**config.mk**
```make
export PLATFORM = sky130hd
export DESIGN_NAME = crc5_arbiter
export DESIGN_NICKNAME = d
export VERILOG_FILES = /design/src/rtl/crc5_pkg.sv /design/src/rtl/crc5_byte_engine.sv /design/src/rtl/crc5_arbiter.sv
export SDC_FILE = /design/constraint.sdc
export NUM_CORES = 1
export LEC_CHECK = 0
export CAP_MARGIN = 15
export CELL_PAD_IN_SITES_DETAIL_PLACEMENT = 2
export CELL_PAD_IN_SITES_GLOBAL_PLACEMENT = 2
export CORE_MARGIN = 1
export CORE_UTILIZATION = 30
export DETAILED_ROUTE_END_ITERATION = 10
export PLACE_DENSITY = 0.75
export SYNTH_ARGS = -nofsm -noshare
export SYNTH_HDL_FRONTEND = slang
export SYNTH_SLANG_ARGS = --single-unit
export TNS_END_PERCENT = 1
```
**constraint.sdc**
```tcl
create_clock -name clk -period 2.38 [get_ports clk]
set_clock_uncertainty 0.05 [all_clocks]
set_input_delay 0.476 -clock clk [delete_from_list [all_inputs] [get_ports clk]]
set_output_delay 0.476 -clock clk [all_outputs]
set_load 0.02 [all_outputs]
```
**src/rtl/crc5_pkg.sv**
```systemverilog
// Shared definitions for the arbitrated byte-serial CRC5 block.
// Contents: CRC5 polynomial/init constants, arbiter FSM state type and the
// byte-wide CRC5 update function (x^5+x^2+1, MSB first).
package crc5_pkg;

  localparam int unsigned CRC5_W    = 5;
  localparam logic [4:0]  CRC5_POLY = 5'h05;
  localparam logic [4:0]  CRC5_INIT = 5'h00;

  typedef enum logic [1:0] {
    IDLE   = 2'd0,
    STREAM = 2'd1,
    RESULT = 2'd2
  } state_t;

  // Eight serial LFSR steps, data MSB first; feedback taps come from CRC5_POLY.
  function automatic logic [CRC5_W-1:0] crc5_byte_step(input logic [CRC5_W-1:0] crc,
                                                       input logic [7:0]        data);
    logic [CRC5_W-1:0] c;
    logic              fb;
    c = crc;
    for (int i = 7; i >= 0; i--) begin
      fb = c[CRC5_W-1] ^ data[i];
      c  = {c[CRC5_W-2:0], 1'b0} ^ ({CRC5_W{fb}} & CRC5_POLY);
    end
    return c;
  endfunction

endpackage

```
**src/rtl/crc5_byte_engine.sv**
```systemverilog
// Combinational one-byte CRC5 update; the caller owns the CRC register.
// Ports: crc (current remainder), data (byte), crc_next_c (updated remainder).
module crc5_byte_engine
  import crc5_pkg::*;
(
  input  logic [CRC5_W-1:0] crc,
  input  logic [7:0]        data,
  output logic [CRC5_W-1:0] crc_next_c
);

  assign crc_next_c = crc5_byte_step(crc, data);

endmodule

```
**src/rtl/crc5_arbiter.sv**
```systemverilog
// Round-robin arbiter sharing one byte-serial CRC5 engine among NREQ requesters.
// A grant covers a whole frame (valid/ready, closed by last); the result is
// returned on a single res_* port tagged with requester id and byte count.
// Ports: clk, rst (async, active-low); req_valid/req_data/req_last/req_ready per
// requester; res_valid/res_ready handshake with res_id, res_crc, res_len, res_err;
// busy (state not IDLE).
// Optional build macro CRC5_TIMEOUT_EN: abort a frame after TIMEOUT consecutive
// cycles in STREAM without an accepted byte (res_err=1, partial crc/len).
module crc5_arbiter
  import crc5_pkg::*;
#(
  parameter  int unsigned NREQ    = 2,
  parameter  int unsigned MAXLEN  = 16,
  parameter  int unsigned LEN_W   = 5,
  parameter  int unsigned TIMEOUT = 64,
  localparam int unsigned ID_W    = (NREQ > 1) ? $clog2(NREQ) : 1
) (
  input  logic                 clk,
  input  logic                 rst,
  input  logic [NREQ-1:0]      req_valid,
  input  logic [8*NREQ-1:0]    req_data,
  input  logic [NREQ-1:0]      req_last,
  output logic [NREQ-1:0]      req_ready,
  output logic                 res_valid,
  input  logic                 res_ready,
  output logic [ID_W-1:0]      res_id,
  output logic [CRC5_W-1:0]    res_crc,
  output logic [LEN_W-1:0]     res_len,
  output logic                 res_err,
  output logic                 busy
);

  // Elaboration guard on the parameter set.
  if (NREQ < 2 || NREQ > 8 || (MAXLEN + 1) >= (1 << LEN_W) || TIMEOUT == 0) begin : g_bad_params
    $error("crc5_arbiter: illegal parameter set");
  end

  state_t            state, state_d;
  logic [ID_W-1:0]   grant, grant_d, ptr, ptr_d;
  logic [CRC5_W-1:0] crc, crc_d;
  logic [LEN_W-1:0]  len, len_d;
  logic              err, err_d;
  logic [NREQ-1:0]   req_ready_d;
  logic              res_valid_d, res_err_d, busy_d;
  logic [ID_W-1:0]   res_id_d;
  logic [CRC5_W-1:0] res_crc_d;
  logic [LEN_W-1:0]  res_len_d;

  logic [7:0]        data_arr [NREQ];
  logic [7:0]        byte_c;
  logic              accept_c, last_c, len_full_c, found_c;
  logic [LEN_W-1:0]  len_inc_c;
  logic [ID_W-1:0]   pick_c, idx_c;
  logic [CRC5_W-1:0] crc_next_c;

`ifdef CRC5_TIMEOUT_EN
  localparam int unsigned TO_W = $clog2(TIMEOUT + 1);
  logic [TO_W-1:0] stall, stall_d;
`endif

  for (genvar k = 0; k < NREQ; k++) begin : g_lane
    assign data_arr[k] = req_data[8*k +: 8];
  end

  // req_ready is one-hot at the grant in STREAM only, so this is the grantee's handshake.
  assign accept_c   = |(req_valid & req_ready);
  assign byte_c     = data_arr[grant];
  assign last_c     = req_last[grant];
  assign len_full_c = (len == LEN_W'(MAXLEN));
  assign len_inc_c  = (len == LEN_W'(MAXLEN + 1)) ? len : len + LEN_W'(1);

  crc5_byte_engine u_engine (
    .crc        (crc),
    .data       (byte_c),
    .crc_next_c (crc_next_c)
  );

  // First valid requester at or after the pointer, wrapping.
  always_comb begin : p_pick
    found_c = 1'b0;
    pick_c  = '0;
    idx_c   = '0;
    for (int i = 0; i < int'(NREQ); i++) begin
      idx_c = ID_W'((int'(ptr) + i) % int'(NREQ));
      if (!found_c && req_valid[idx_c]) begin
        found_c = 1'b1;
        pick_c  = idx_c;
      end
    end
  end

  // Next-state and registered-output values.
  always_comb begin : p_next
    state_d     = state;
    grant_d     = grant;
    ptr_d       = ptr;
    crc_d       = crc;
    len_d       = len;
    err_d       = err;
    req_ready_d = req_ready;
    res_valid_d = res_valid;
    res_id_d    = res_id;
    res_crc_d   = res_crc;
    res_len_d   = res_len;
    res_err_d   = res_err;
`ifdef CRC5_TIMEOUT_EN
    stall_d     = stall;
`endif
    unique case (state)
      IDLE: begin
        req_ready_d = '0;
        if (found_c) begin
          grant_d     = pick_c;
          crc_d       = CRC5_INIT;
          len_d       = '0;
          err_d       = 1'b0;
          req_ready_d = NREQ'(1) << pick_c;
`ifdef CRC5_TIMEOUT_EN
          stall_d     = '0;
`endif
          state_d     = STREAM;
        end
      end
      STREAM: begin
        if (accept_c) begin
          crc_d = crc_next_c;
          len_d = len_inc_c;
          err_d = err | len_full_c;
          if (last_c) begin
            res_valid_d = 1'b1;
            res_id_d    = grant;
            res_crc_d   = crc_next_c;
            res_len_d   = len_inc_c;
            res_err_d   = err | len_full_c;
            req_ready_d = '0;
            state_d     = RESULT;
          end
        end
`ifdef CRC5_TIMEOUT_EN
        stall_d = accept_c ? '0 : stall + TO_W'(1);
        // TIMEOUT-th consecutive empty cycle: close the frame with partial values.
        if (!accept_c && stall == TO_W'(TIMEOUT - 1)) begin
          res_valid_d = 1'b1;
          res_id_d    = grant;
          res_crc_d   = crc;
          res_len_d   = len;
          res_err_d   = 1'b1;
          req_ready_d = '0;
          state_d     = RESULT;
        end
`endif
      end
      RESULT: begin
        if (res_ready) begin
          res_valid_d = 1'b0;
          ptr_d       = (grant == ID_W'(NREQ - 1)) ? '0 : grant + ID_W'(1);
          state_d     = IDLE;
        end
      end
      default: begin
        req_ready_d = '0;
        res_valid_d = 1'b0;
        state_d     = IDLE;
      end
    endcase
    busy_d = (state_d != IDLE);
  end

  // State and registered outputs.
  always_ff @(posedge clk or negedge rst) begin : p_regs
    if (!rst) begin
      state     <= IDLE;
      grant     <= '0;
      ptr       <= '0;
      crc       <= CRC5_INIT;
      len       <= '0;
      err       <= 1'b0;
      req_ready <= '0;
      res_valid <= 1'b0;
      res_id    <= '0;
      res_crc   <= '0;
      res_len   <= '0;
      res_err   <= 1'b0;
      busy      <= 1'b0;
`ifdef CRC5_TIMEOUT_EN
      stall     <= '0;
`endif
    end else begin
      state     <= state_d;
      grant     <= grant_d;
      ptr       <= ptr_d;
      crc       <= crc_d;
      len       <= len_d;
      err       <= err_d;
      req_ready <= req_ready_d;
      res_valid <= res_valid_d;
      res_id    <= res_id_d;
      res_crc   <= res_crc_d;
      res_len   <= res_len_d;
      res_err   <= res_err_d;
      busy      <= busy_d;
`ifdef CRC5_TIMEOUT_EN
      stall     <= stall_d;
`endif
    end
  end

endmodule

```
Word-level counts from Yosys, hierarchy flattened --
Index checks and enable logic that the tools add are counted.
Storage, ports and cells: bits in registers 31, output and inout bits 16, word-level logic and storage cells 98, input port bits 23
Cells by class: equal/unequal tests 8, shift operators 1, bitwise gates (word level) 21, $lt $le $gt $ge 4, add/sub/neg operators 3, reductions and logical operators 12, mux-type cells 36
Operators with widths (count):
- $xor 5x3->5 | 8
- $mux 8 | 3
- $mux 5 | 4
- $pmux 5 s2 | 2
- $mux 1 | 16
- $mux 2 | 7
- $pmux 2 s3 | 2
- $eq 5x5->1 const B | 2
- $reduce_and 3->1 | 3
- $ne 2x2->1 const B | 4
- $xor 1x1->1 | 8
- $lt 1x2->1 const B | 3
- $add 5x1->5 const B | 1
- $reduce_and 2->1 | 2
- $reduce_and 4->1 | 1
- $reduce_bool 2->1 | 2
- $pmux 1 s3 | 1
- $add 1x1->1 const B | 2
- $and 2x2->2 | 1
- $eq 2x1->1 const B | 1
- $eq 2x2->1 const B | 1
- $ge 2x2->1 const B | 1
- $logic_not 2->1 | 1
- $not 1->1 | 2
- 7 further kinds | 7

Logic depth before layout (Yosys ltp) --
Gate-level depths: netlist (run 1).
depth after elaboration 22, depth in mapped cells 7, mapped depth without buffers 6

Hierarchy --
From an unflattened synthesis (run 1), not the netlist that was laid out.
Second synthesis, totals: cells, all modules 163, area total of the unflattened synthesis 1790.5 um^2
Modules (own cells, without submodules):
- crc5_arbiter | sequential area each 775.7 um^2, instances 1, cells an instance 147, area each 1620.3 um^2
- crc5_byte_engine | sequential area each 0.0 um^2, instances 1, cells an instance 16, area each 170.2 um^2

Least setup slack after synthesis (run 1) --
OpenSTA, ideal clock, no wires.
path type input to register, from input req_data[11], to register res_crc[2], path buffers 0, setup time 0.125 ns, setup slack 0.332 ns, arrival 1.873 ns, cell stages on the path 5, cell sequence mux2i_1 -> xnor2_1 -> xnor3_2 -> xnor3_1 -> mux2_4
Between the ends: cells in the longest elaborated chain, start to end 9
Ends and longest elaborated chain:
- from (decl) | line crc5_arbiter.sv:21 | input logic [8*NREQ-1:0] req_data,
- $mux 8 (implied by the code) (3 in series) | line crc5_arbiter.sv:67 | assign byte_c = data_arr[grant];
- $xor 1x1->1 | line crc5_pkg.sv:23 | fb = c[CRC5_W-1] ^ data[i];
- $xor 5x3->5 (3 in series) | line crc5_pkg.sv:24 | c = {c[CRC5_W-2:0], 1'b0} ^ ({CRC5_W{fb}} & CRC5_POLY);
- $xor 1x1->1 | line crc5_pkg.sv:23
- $xor 5x3->5 | line crc5_pkg.sv:24
- to (signal assigned) | line crc5_arbiter.sv:198 | res_crc <= res_crc_d;
- to (decl) | line crc5_arbiter.sv:27 | output logic [CRC5_W-1:0] res_crc,
No other way between the ends. The select of a mux whose other input is x is not followed. A chain may end at the register's enable or synchronous reset.

Final worst setup path (run 1) --
Ends and elaborated chain as after synthesis.

==> key figures, run 1 <==
Setup path
  • Crit path DAT: 2.38 ns
  • Critical Path RT: 2.50 ns
  • Cell Chain, Critical Path: clkdlybuf4s50_1 > mux2i_1 > xnor2_1 > xnor3_2 > xnor3_1 > mux2_4
  • Setup CP Type: input pin to flop
  • Critical Path End Type: flop
  • Crit path largest cell delay: 0.48 ns
  • CP Launch Type: input pin
  • Max FO, Critical Path: 2
  • R2R setup slack: 0.17 ns
  • Slowest CP cell: xnor3_2

Detailed routing
  • Routed WL: 4.95 mm
  • DRT Pass-1 Iters: 4
  • Routed Antenna Nets: 0
  • Wire per inst: 17.1 um
  • 1st-iter DRT viols: 29
  • Via Count: 1,414
  • Via/cell ratio: 4.88
  • DRC: 0

Logic synthesis
  • Synth Cell Area: 1660 um2
  • Avg Cell Area, Syn: 10.1 um2
  • Async SR Flop Fraction: 100%
  • Register area share after synthesis: 46.6%
  • Main synth FF type: dfrtp_1
  • Synth warnings: 0
  • Count of cell types in the netlist: 36
  • #FFs+latches synth: 31
  • Post-Synthesis Cells: 164
  • Synth Net Count: 190
  • Post-synth EDFFs: 0

Clock network
  • PostCTS Resize Cnt: 0
  • Reg clk slew, reported paths: 0.07 ns
  • Root buffer cell: clkbuf_8
  • Clock sinks: 31
  • Total CTS buffers: 5
  • # hold bufs at CTS: 0
  • Htree depth: 2
  • Post-CTS setup buffers: 0
  • Max clock buf depth: 2
  • CTS tree: built
  • Worst skew pair latency: 0.28 ns

Timing
  • Final Hold Viols: 0
  • Final setup fails: 0
  • Final period util: 94.9%
  • Worst-margin pin slew: 0.417 ns
  • RSZ-0062 raised after global routing: no
  • Relative slew slack: 72.1%
  • Min Tclk post-route: 2.26 ns
  • Fmax achieved: 443 MHz
  • Max-slew violations: 0

Placed design
  • Post-DP Area: 2210 um2
  • Cell count after placement: 282
  • DP HPWL: 4.00 mm
  • Buffers on Ports: 38
  • RePlAce Congestion: 0.804

Pwr
  • P_leak: 1.06 nW
  • P per Cell Area: 1250 nW/um2
  • Peak supply drop: 588 uV

Min path
  • Hold Crit Class: flop to flop

Die
  • # rows: 26
  • Die W: 76.5 um
  • CORE AREA: 5240 um2
  • I/O pins: 39
  • Die area: 5850 um2
  • Die Y: 76.5 um
  • Starting Density: 31.8%

Global route
  • Total grt overflow: 0
  • First-pass GRT wire length: 8.40 mm
  • Initial antenna violation count: 0
  • Largest net degree at the start of global routing: 32
  • Vias in the first global route: 1,634
  • Total track usage: 18.4%

Final layout
  • Nets@finish: 245
  • Layout area overhead: 40.2%
  • Layout cells sized above 1: 13.2%
  • Number of antenna diodes: 0
  • Commonest non-fill, non-tap cell in the layout: clkdlybuf4s50_1
  • Commonest non-fill, non-tap cells in the layout: 38 x clkdlybuf4s50_1, 30 x nand2_1, 30 x dfrtp_1
  • Final cell count without fillers: 290
  • Design Area, Final: 2330 um2

Job
  • Max cap viols: 0

Status
  • Status: finished clean
==> cell type report <==
type                    count  area [um2]
repair buffers             52         485
flip-flops and latches     31         777
well taps                  70        87.6
inverters                   5        18.8
clock inverters             2        35.0
multi-input cells         124         847
clock buffers               6        82.6
fillers                   558        2900
==> logic make-up (layout without fill, tap and decap cells) <==
| family | Yosys count | after routing | share of synthesized area, % |
|---|---|---|---|
| fa+ha+maj | 3 | 3 | 2.26 |
| flops | 31 | 31 | 46.6 |
| xor+xnor | 22 | 22 | 15.0 |
| simple gates | 54 | 54 | 14.0 |
| compound gates | 36 | 36 | 13.2 |
| buf+inv | 9 | 65 | 2.48 |
| mux | 9 | 9 | 6.47 |
==> registers in the layout, indices dropped and copies added, names as in the netlist <==
register	flops
busy	1
crc	5
err	1
grant	1
len	5
ptr	1
req_ready	2
res_crc	5
res_err	1
res_id	1
res_len	5
res_valid	1
state	2
==> stage by stage <==
stage / hold slack, ns / setup slack [ns] / utilization [%] / TNS [ns] / total power [W]
2_1_floorplan: 0.130 / 0.332 / - / 0 / 0.00177
3_3_place_gp: 0.411 / -0.0824 / 42.3 / -0.112 / 0.00230
3_5_place_dp: 0.426 / -0.193 / 42.3 / -0.323 / 0.00241
4_1_cts: 0.440 / 0.0289 / 44.5 / 0 / 0.00297
5_1_grt: 0.476 / 0.0760 / 44.6 / 0 / 0.00311
6_report: 0.434 / 0.121 / 44.6 / 0 / 0.00292
==> report_power, final <==
| part | internal, W | total (W) | switching [W] |
|---|---|---|---|
| clock network | 0.000338 | 0.000534 | 0.000196 |
| registers | 0.000701 | 0.000861 | 0.000161 |
| logic | 0.000784 | 0.00152 | 0.000740 |
==> worst max-delay path, delay by kind of cell <==
family / cells / cell delay [ns]
multiplexers: 2 / 0.46
buffers and inverters: 1 / 0.41
XOR/XNOR: 3 / 1.03
==> synth_stat cells (2+ instances only) <==
cell type  instances  area share [%]
nor3b_1            2            0.90
and2_1             2            0.75
nor2_1            11             2.5
nand2_1           30             6.8
inv_1              5             1.1
a22o_1             2             1.1
xnor3_1            3             4.1
dfrtp_1           31              47
clkbuf_1           3            0.68
mux2i_1            7             4.2
nand3_1            4             1.2
a21o_1             2            0.90
xor2_1             9             4.7
xnor2_1            9             4.7
ha_1               3             2.3
o21ai_0           18             5.4
a21oi_1            4             1.2
==> path summary, 6_finish.rpt <==
kind | startpoint | end | cells after the start
min in group asynchronous | rst | res_len[1]$_DFFE_PN0P_ | 2
worst min register to register | res_crc[3]$_DFFE_PN0P_ | res_crc[3]$_DFFE_PN0P_ | 2
max in group asynchronous | rst | grant$_DFFE_PN0P_ | 2
worst max-delay path | req_data[11] | res_crc[2]$_DFFE_PN0P_ | 6
worst min-delay path | res_crc[3]$_DFFE_PN0P_ | res_crc[3]$_DFFE_PN0P_ | 2
worst max register to register | grant$_DFFE_PN0P_ | res_crc[2]$_DFFE_PN0P_ | 5
==> routing by layer <==
layer	share of wire, %	wire (um)	track usage, %	vias to the layer above
met4	1.2	57	5.38	0
met1	42	2100	20.9	711
met3	2.9	142	3.59	7
met2	54	2660	34.3	32
met5	0	0	0	-
li1	-	-	-	664
Note: power is estimated with default switching activity, not from simulation.
==> run 2, diff against run 1 <==
==> constraint.sdc (replaced) <==
create_clock -name clk -period 2.1 [get_ports clk]
set_clock_uncertainty 0.05 [all_clocks]
set_input_delay 0.42 -clock clk [delete_from_list [all_inputs] [get_ports clk]]
set_output_delay 0.42 -clock clk [all_outputs]
set_load 0.02 [all_outputs]
==> run 2 against run 1 <==
  * Hold slack improved by 0.0041 ns
  * Routed wire length increased by 7.7%
  * Setup slack got worse by 0.052 ns
  * Critical path type unchanged
  * Clock-buffer cell count increased by 2
==> key figures, run 2 (synthesized netlist as in run 1, its figures left out) <==
Placed design
  • RePlAce Congestion: 0.836
  • DP HPWL: 4.15 mm
  • Buffers on Ports: 38
  • Post-DP Area: 2280 um2
  • Cell count after placement: 291

Timing
  • Worst-margin pin slew: 0.430 ns
  • Final period util: 96.8%
  • Fmax achieved: 492 MHz
  • Max-slew violations: 0
  • Min Tclk post-route: 2.03 ns
  • Final setup fails: 0
  • Setup_tns: 0 ns
  • RSZ-0062 raised after global routing: yes
  • Relative slew slack: 71.1%
  • Final Hold Viols: 0

Min path
  • Hold Path Origin: res_err$_DFFE_PN0P_
  • Hold Crit Class: flop to flop
  • Endpoint, Worst Hold: res_err$_DFFE_PN0P_
  • Worst hold stages: 2

Final layout
  • Final cell count without fillers: 303
  • Commonest non-fill, non-tap cells in the layout: 36 x clkdlybuf4s50_1, 31 x dfrtp_1, 30 x nand2_1
  • Commonest non-fill, non-tap cell in the layout: clkdlybuf4s50_1
  • Design Area, Final: 2410 um2
  • Layout area overhead: 44.9%
  • # fillers: 563
  • Number of antenna diodes: 0
  • Nets@finish: 258
  • Layout cells sized above 1: 17.6%

Detailed routing
  • DRC: 0
  • Via/cell ratio: 4.83
  • Wire per inst: 17.6 um
  • Routed Antenna Nets: 0
  • 1st-iter DRT viols: 34
  • Routed WL: 5.33 mm
  • DRT Pass-1 Iters: 4
  • Via Count: 1,465

Die
  • Die W: 76.5 um
  • CORE AREA: 5240 um2
  • I/O pins: 39
  • Die area: 5850 um2
  • Starting Density: 31.8%
  • # rows: 26
  • Die Y: 76.5 um

Setup path
  • Setup CP Type: input pin to flop
  • Crit path DAT: 2.16 ns
  • Reg2reg path depth: 6
  • Critical Path RT: 2.22 ns
  • Reg2reg start: grant$_DFFE_PN0P_
  • Critical Path End Type: flop
  • Critical R2R Capture: res_crc[2]$_DFFE_PN0P_
  • R2R setup slack: 0.10 ns
  • CP Launch Type: input pin
  • Max FO, Critical Path: 2

Clock network
  • Reg clk slew, reported paths: 0.07 ns
  • Htree depth: 2
  • Clock sinks: 31
  • Root buffer cell: clkbuf_8
  • Worst skew pair latency: 0.28 ns
  • Max clock buf depth: 2
  • Total CTS buffers: 5
  • CTS tree: built
  • # hold bufs at CTS: 0

Global route
  • Total grt overflow: 0
  • Total track usage: 20.2%
  • Initial antenna violation count: 0
  • Vias in the first global route: 1,755
  • Largest net degree at the start of global routing: 32
  • First-pass GRT wire length: 9.05 mm

Pwr
  • Sequential power share: 28.1%
  • Sw Pwr: 0.00130 W
  • Clk pwr share: 15.4%
  • P_leak: 1.11 nW
  • Overall power: 0.00338 W
  • P per Cell Area: 1400 nW/um2
  • Combinational Power Share: 56.6%
  • Peak supply drop: 464 uV
  • Int Power: 0.00208 W
  • Net Sw Frac: 38.4%

Status
  • Status: finished clean

Job
  • Max cap viols: 0
-- run 2: changes by cell type in the layout (fill, tap and decap cells not counted) --
| cell | delta |
|---|---|
| buf_4 | +13 |
| xnor3_1 | -1 |
| dlygate4sd2_1 | +2 |
| clkbuf_8 | +1 |
| clkinv_2 | -1 |
| clkbuf_1 | +1 |
| clkdlybuf4s50_1 | -2 |
| dfrtp_1 | +1 |
| dfrtp_2 | -1 |
| bufinv_16 | -1 |
| xnor3_2 | +1 |
-- run 2: routing by layer --
layer | vias to the layer above | global-route usage, % | share of wire (%)
met2 | 30 | 38.6 | 55
met3 | 9 | 4.07 | 2.6
met5 | - | 0 | 0
li1 | 693 | - | -
met4 | 0 | 6.54 | 1.6
met1 | 733 | 22.0 | 41
-- run 2: worst max path at each step --
stage,from,to,cells after the start
floorplan,grant$_DFFE_PN0P_,res_crc[2]$_DFFE_PN0P_,6
global placement,req_data[11],res_crc[2]$_DFFE_PN0P_,6
detailed placement,req_data[11],res_crc[2]$_DFFE_PN0P_,6
CTS,grant$_DFFE_PN0P_,crc[1]$_DFFE_PN0P_,7
global route,grant$_DFFE_PN0P_,res_crc[2]$_DFFE_PN0P_,6
finish,req_data[11],res_crc[2]$_DFFE_PN0P_,6
-- run 2: cell type report --
class / instances / area, um2 / share of cell area, %
tap: 70 / 87.6 / 3.63
sequential: 31 / 776 / 32.2
multi-input combinational: 124 / 848 / 35.2
timing repair buffer: 65 / 581 / 24.1
inverter: 5 / 18.8 / 0.778
clock buffer: 8 / 100 / 4.15
-- run 2: timing repair --
action,4_1_cts,5_1_grt
endpoints found under the setup margin,5,5
pin swaps,4,2
buffers inserted,4,0
gates resized for setup,2,1
cloned,0,0
-- run 2: metrics by stage --
step                      worst slack, ns  hold slack, ns  util, %
after floorplan                    0.0807          0.0744        -
after global placement             -0.301           0.412     43.6
after detailed placement           -0.393           0.430     43.6
after CTS                          0.0233           0.449     46.0
after global routing              -0.0261           0.484     46.0
final                              0.0682           0.438     46.0
-- run 2: power groups by stage --
stage                     logic [W]  registers [W]  clock network [W]
after floorplan            0.000947        0.00106                  0
after detailed placement    0.00185       0.000964                  0
after global routing        0.00208       0.000976           0.000561
after global placement      0.00174       0.000944                  0
after CTS                   0.00196       0.000947           0.000543
final                       0.00191       0.000948           0.000520
-- run 2: critical path: stages --
cell and delay, ns:
clkdlybuf4s50_1 0.47, mux2i_1 0.08, xnor2_1 0.22, xnor3_2 0.47, xnor3_1 0.22, mux2_4 0.27
==> run 3, diff against run 2 <==
--- a/config.mk
+++ b/config.mk
@@ -8,10 +8,10 @@
 export CAP_MARGIN = 15
 export CELL_PAD_IN_SITES_DETAIL_PLACEMENT = 2
 export CELL_PAD_IN_SITES_GLOBAL_PLACEMENT = 2
-export CORE_MARGIN = 1
-export CORE_UTILIZATION = 30
+export CORE_MARGIN = 1.5
+export CORE_UTILIZATION = 33
 export DETAILED_ROUTE_END_ITERATION = 10
-export PLACE_DENSITY = 0.75
+export PLACE_DENSITY = 0.81
 export SYNTH_ARGS = -nofsm -noshare
 export SYNTH_HDL_FRONTEND = slang
 export SYNTH_SLANG_ARGS = --single-unit
==> constraint.sdc (replaced) <==
create_clock -name clk -period 2.6 [get_ports clk]
set_clock_uncertainty 0.05 [all_clocks]
set_input_delay 0.52 -clock clk [delete_from_list [all_inputs] [get_ports clk]]
set_output_delay 0.52 -clock clk [all_outputs]
set_load 0.02 [all_outputs]
==> run 3 against run 2 <==
  * Non-clock buffer count down 20
  * Hold slack worse by 0.011 ns
  * Utilization up 1.2 points
  * Design area down 6.3%
  * Total power down 25%
  * Final cell count down 7.6%
  * Flip-flop and latch count unchanged
  * Clock-buffer cell count unchanged
  * Clock power down 19%
  * First-iteration DRC count down 5.9%
  * Critical path type is now flop to flop
==> key figures, run 3 (synthesized netlist as in run 1, its figures left out) <==
Die
  • I/O pins: 39
  • Die Y: 74.0 um
  • Die area: 5480 um2
  • CORE AREA: 4790 um2
  • Starting Density: 34.8%
  • # rows: 25
  • Die W: 74.0 um

Timing
  • Max-slew violations: 0
  • Fmax achieved: 425 MHz
  • Worst-margin pin slew: 0.586 ns
  • Final setup fails: 0
  • Final Hold Viols: 0
  • Min Tclk post-route: 2.35 ns
  • RSZ-0062 raised after global routing: no
  • Hold_ws: 0.426 ns
  • Relative slew slack: 60.9%
  • Final period util: 90.4%

Pwr
  • P per Cell Area: 1130 nW/um2
  • P_leak: 1.02 nW
  • Peak supply drop: 407 uV
  • Overall power: 0.00254 W

Global route
  • Largest net degree at the start of global routing: 32
  • Total grt overflow: 0
  • Vias in the first global route: 1,604
  • Initial antenna violation count: 0
  • Total track usage: 20.4%
  • First-pass GRT wire length: 8.09 mm

Detailed routing
  • Wire per inst: 17.7 um
  • Via Count: 1,386
  • Routed Antenna Nets: 0
  • DRT Pass-1 Iters: 4
  • Routed WL: 4.96 mm
  • DRC: 0
  • 1st-iter DRT viols: 32
  • Via/cell ratio: 4.95

Clock network
  • Worst skew pair latency: 0.29 ns
  • Max clock buf depth: 2
  • Root buffer cell: clkbuf_8
  • # hold bufs at CTS: 0
  • Total CTS buffers: 5
  • Clock sinks: 31
  • Htree depth: 2
  • CTS tree: built
  • Reg clk slew, reported paths: 0.07 ns
  • PostCTS Resize Cnt: 0
  • Post-CTS setup buffers: 0

Final layout
  • Final core utilization: 47.2%
  • # fillers: 531
  • Layout cells sized above 1: 9.39%
  • Nets@finish: 238
  • Number of antenna diodes: 0
  • Layout area overhead: 35.7%
  • Commonest non-fill, non-tap cell in the layout: clkdlybuf4s50_1
  • Commonest non-fill, non-tap cells in the layout: 38 x clkdlybuf4s50_1, 31 x dfrtp_1, 30 x nand2_1

Placed design
  • DP HPWL: 3.80 mm
  • RePlAce Congestion: 0.764
  • Buffers on Ports: 38

Setup path
  • Critical Path End Type: flop
  • Crit path DAT: 2.47 ns
  • Critical Path RT: 2.72 ns
  • Setup CP Type: flop to flop
  • Max FO, Critical Path: 7
  • CP Launch Type: flop

Job
  • Max cap viols: 0

Status
  • Status: finished clean

Min path
  • Hold Crit Class: flop to flop
run 3: cell types whose count changed in the layout (fill, tap and decap cells not counted):
| cell | before | now |
|---|---|---|
| xnor3_2 | 2 | 1 |
| buf_4 | 27 | 7 |
| xnor3_1 | 2 | 3 |
| dlygate4sd2_1 | 2 | 0 |
| clkdlybuf4s50_1 | 36 | 38 |
run 3: layout make-up:
type                       instances  area (um2)  area share, %
clock buffer                       8         100           4.43
inverter                           5        18.8          0.831
multi-input combinational        124         847           37.5
sequential                        31         776           34.3
tap                               67        83.8           3.71
timing repair buffer              45         433           19.2
run 3: critical path, stage by stage (launching register included):
cell and delay, ns:
dfrtp_1 0.59, mux2i_1 0.26, xnor2_1 0.17, xnor3_2 0.50, xnor3_1 0.39, mux2_4 0.28
run 3: final timing paths:
check	startpoint	endpoint	slack, ns	depth (start not counted)
worst max-delay path	grant$_DFFE_PN0P_	res_crc[2]$_DFFE_PN0P_	0.25	5
worst min-delay path	res_len[2]$_DFFE_PN0P_	res_len[2]$_DFFE_PN0P_	0.43	2
worst max register to register	grant$_DFFE_PN0P_	res_crc[2]$_DFFE_PN0P_	0.25	5
worst min register to register	res_len[2]$_DFFE_PN0P_	res_len[2]$_DFFE_PN0P_	0.43	2
max in group asynchronous	rst	res_len[2]$_DFFE_PN0P_	1.61	2
min in group asynchronous	rst	req_ready[1]$_DFFE_PN0P_	0.58	2
run 3: where the power goes:
group          internal [W]  switching (W)  total, W
clock              0.000241       0.000182  0.000423
sequential         0.000640       0.000149  0.000788
combinational      0.000663       0.000667   0.00133
run 3: metrics by stage:
stage / instance area [um2] / std cells / setup TNS, ns / setup WS [ns]
detailed placement: 2160 / 272 / -0.0371 / -0.0371
global placement: 2160 / 272 / 0 / 0.0686
global route: 2260 / 280 / 0 / 0.121
floorplan: 1660 / 164 / 0 / 0.508
CTS: 2260 / 280 / 0 / 0.212
finish: 2260 / 280 / 0 / 0.249
run 3: layer usage:
metal  wire, um  part of all wire [%]  global-route usage (%)
met1       2020                    41                    23.1
met2       2710                    55                    37.3
met3        156                   3.1                    4.07
met4         80                   1.6                    8.02
met5          0                     0                       0
==> variant: new RTL, flow settings as in run 2 <==
Set the package constant `CRC5_W` to 7 (it was 5).
--- a/src/rtl/crc5_pkg.sv
+++ b/src/rtl/crc5_pkg.sv
@@ -5,3 +5,3 @@
 
-  localparam int unsigned CRC5_W    = 5;
+  localparam int unsigned CRC5_W    = 7;
   localparam logic [4:0]  CRC5_POLY = 5'h05;
Ports: changed (resized res_crc); port bits go from 39 to 41. The function was not compared with the original's and may differ.
==> variant against run 2 <==
  * Utilization is 3.5 points lower
  * Clock power is 17% higher
  * Power is 9.2% higher
  * Critical endpoint is now res_crc[4]
  * Setup slack better by 140 ps
  * Sequential power is 19% higher
  * Cell area is 3.7% higher
  * Routed wire length is 8.9% lower
  * Synthesized area is 9.8% higher
  * Register-to-register slack better by 100 ps
  * Sequential cell count is 4 higher
  * Fmax is 7.2% higher
  * Synthesized cell count is 7.9% higher
==> variant: results <==
{
  "status": "finished, final reports clean",
  "setup_ws_ps": 204,
  "slowest_stage": "dfrtp_1",
  "synth_common_cells": "dfrtp_1, nand2_1, a21oi_1",
  "netlist_top_cells_area": "dfrtp_1, mux2i_1, xnor3_1",
  "ys_types": 37,
  "crit_fanout": 8,
  "p_leak_nw": 1.09,
  "crit_arrival_ps": 2060,
  "post_drt_wl_per_cell_um": 15.8,
  "final_nets": 257,
  "r2r_setup_slack_ps": 200,
  "syn_nets": 203,
  "grt_pass1_vias": 1635,
  "critPathMaxStageDelay_ps": 450,
  "globalplace.congestion": 0.746,
  "grt_pass1_wl_mm": 7.96,
  "pre_cts_slack_ps": -180,
  "routed_via_density": 4.99,
  "path_class": "reg -> reg",
  "cts_setup_buffers": 0,
  "r2r_cells": 5,
  "min_path_type": "in -> async",
  "reg2reg_to": "res_crc[4]",
  "ys_seq_area_frac": 0.479,
  "ir_drop_mv": 0.477,
  "grt.total_usage": 0.168,
  "net-switching-power_mw": 1.46,
  "grt_max_degree": 23,
  "hpwl_mm": 3.76
}
## variant: cell count changes after synthesis, sizes merged, moves of 3 or more
cell,before,now
a21oi,4,13
buf,1,4
dfrtp,31,35
mux2i,8,11
nand2,30,20
o31ai,1,4
xor2,9,6
## variant: cells by family after synthesis
logic type               count (synthesis)  synth area share
multiplexers                            11            0.0602
AO/OA/AOI/OAI                           46             0.144
buffers and inverters                   11            0.0301
adder cells (fa/ha/maj)                  3            0.0205
XOR/XNOR                                20             0.130
flip-flops                              35             0.479
AND/OR/NAND/NOR                         51             0.136
## variant: area by class of cell
| type | count | area [µm²] |
|---|---|---|
| fillers | 656 | 3380 |
| multi-input cells | 131 | 903 |
| flip-flops and latches | 35 | 876 |
| repair buffers | 54 | 500 |
| well taps | 75 | 93.8 |
| clock buffers | 5 | 68.8 |
| clock inverters | 3 | 43.8 |
| inverters | 4 | 15.0 |
## variant: power groups by stage
stage          sequential [mW]  clock, mW  combinational (mW)
2_1_floorplan             1.29          0                1.03
3_3_place_gp              1.14          0                1.91
3_5_place_dp              1.14          0                1.96
4_1_cts                   1.13      0.631                1.98
5_1_grt                   1.17      0.653                2.14
6_report                  1.13      0.607                1.96
## variant: per-stage QoR
stage / instances / power, mW / util / TNS [ps] / cell area [µm²]
final: 307 / 3.69 / 0.425 / 0 / 2500
after CTS: 307 / 3.75 / 0.424 / 0 / 2490
after detailed placement: 299 / 3.11 / 0.405 / -1280 / 2380
after global placement: 299 / 3.05 / 0.405 / -432 / 2380
after floorplan: 177 / 2.32 / - / 0 / 1830
after global routing: 307 / 3.96 / 0.425 / 0 / 2500
## variant: layer usage
| layer | global-route usage | routed length, µm |
|---|---|---|
| met1 | 0.194 | 2100 |
| met2 | 0.298 | 2440 |
| met3 | 0.0364 | 233 |
| met4 | 0.0696 | 82 |
| met5 | 0 | 0 |
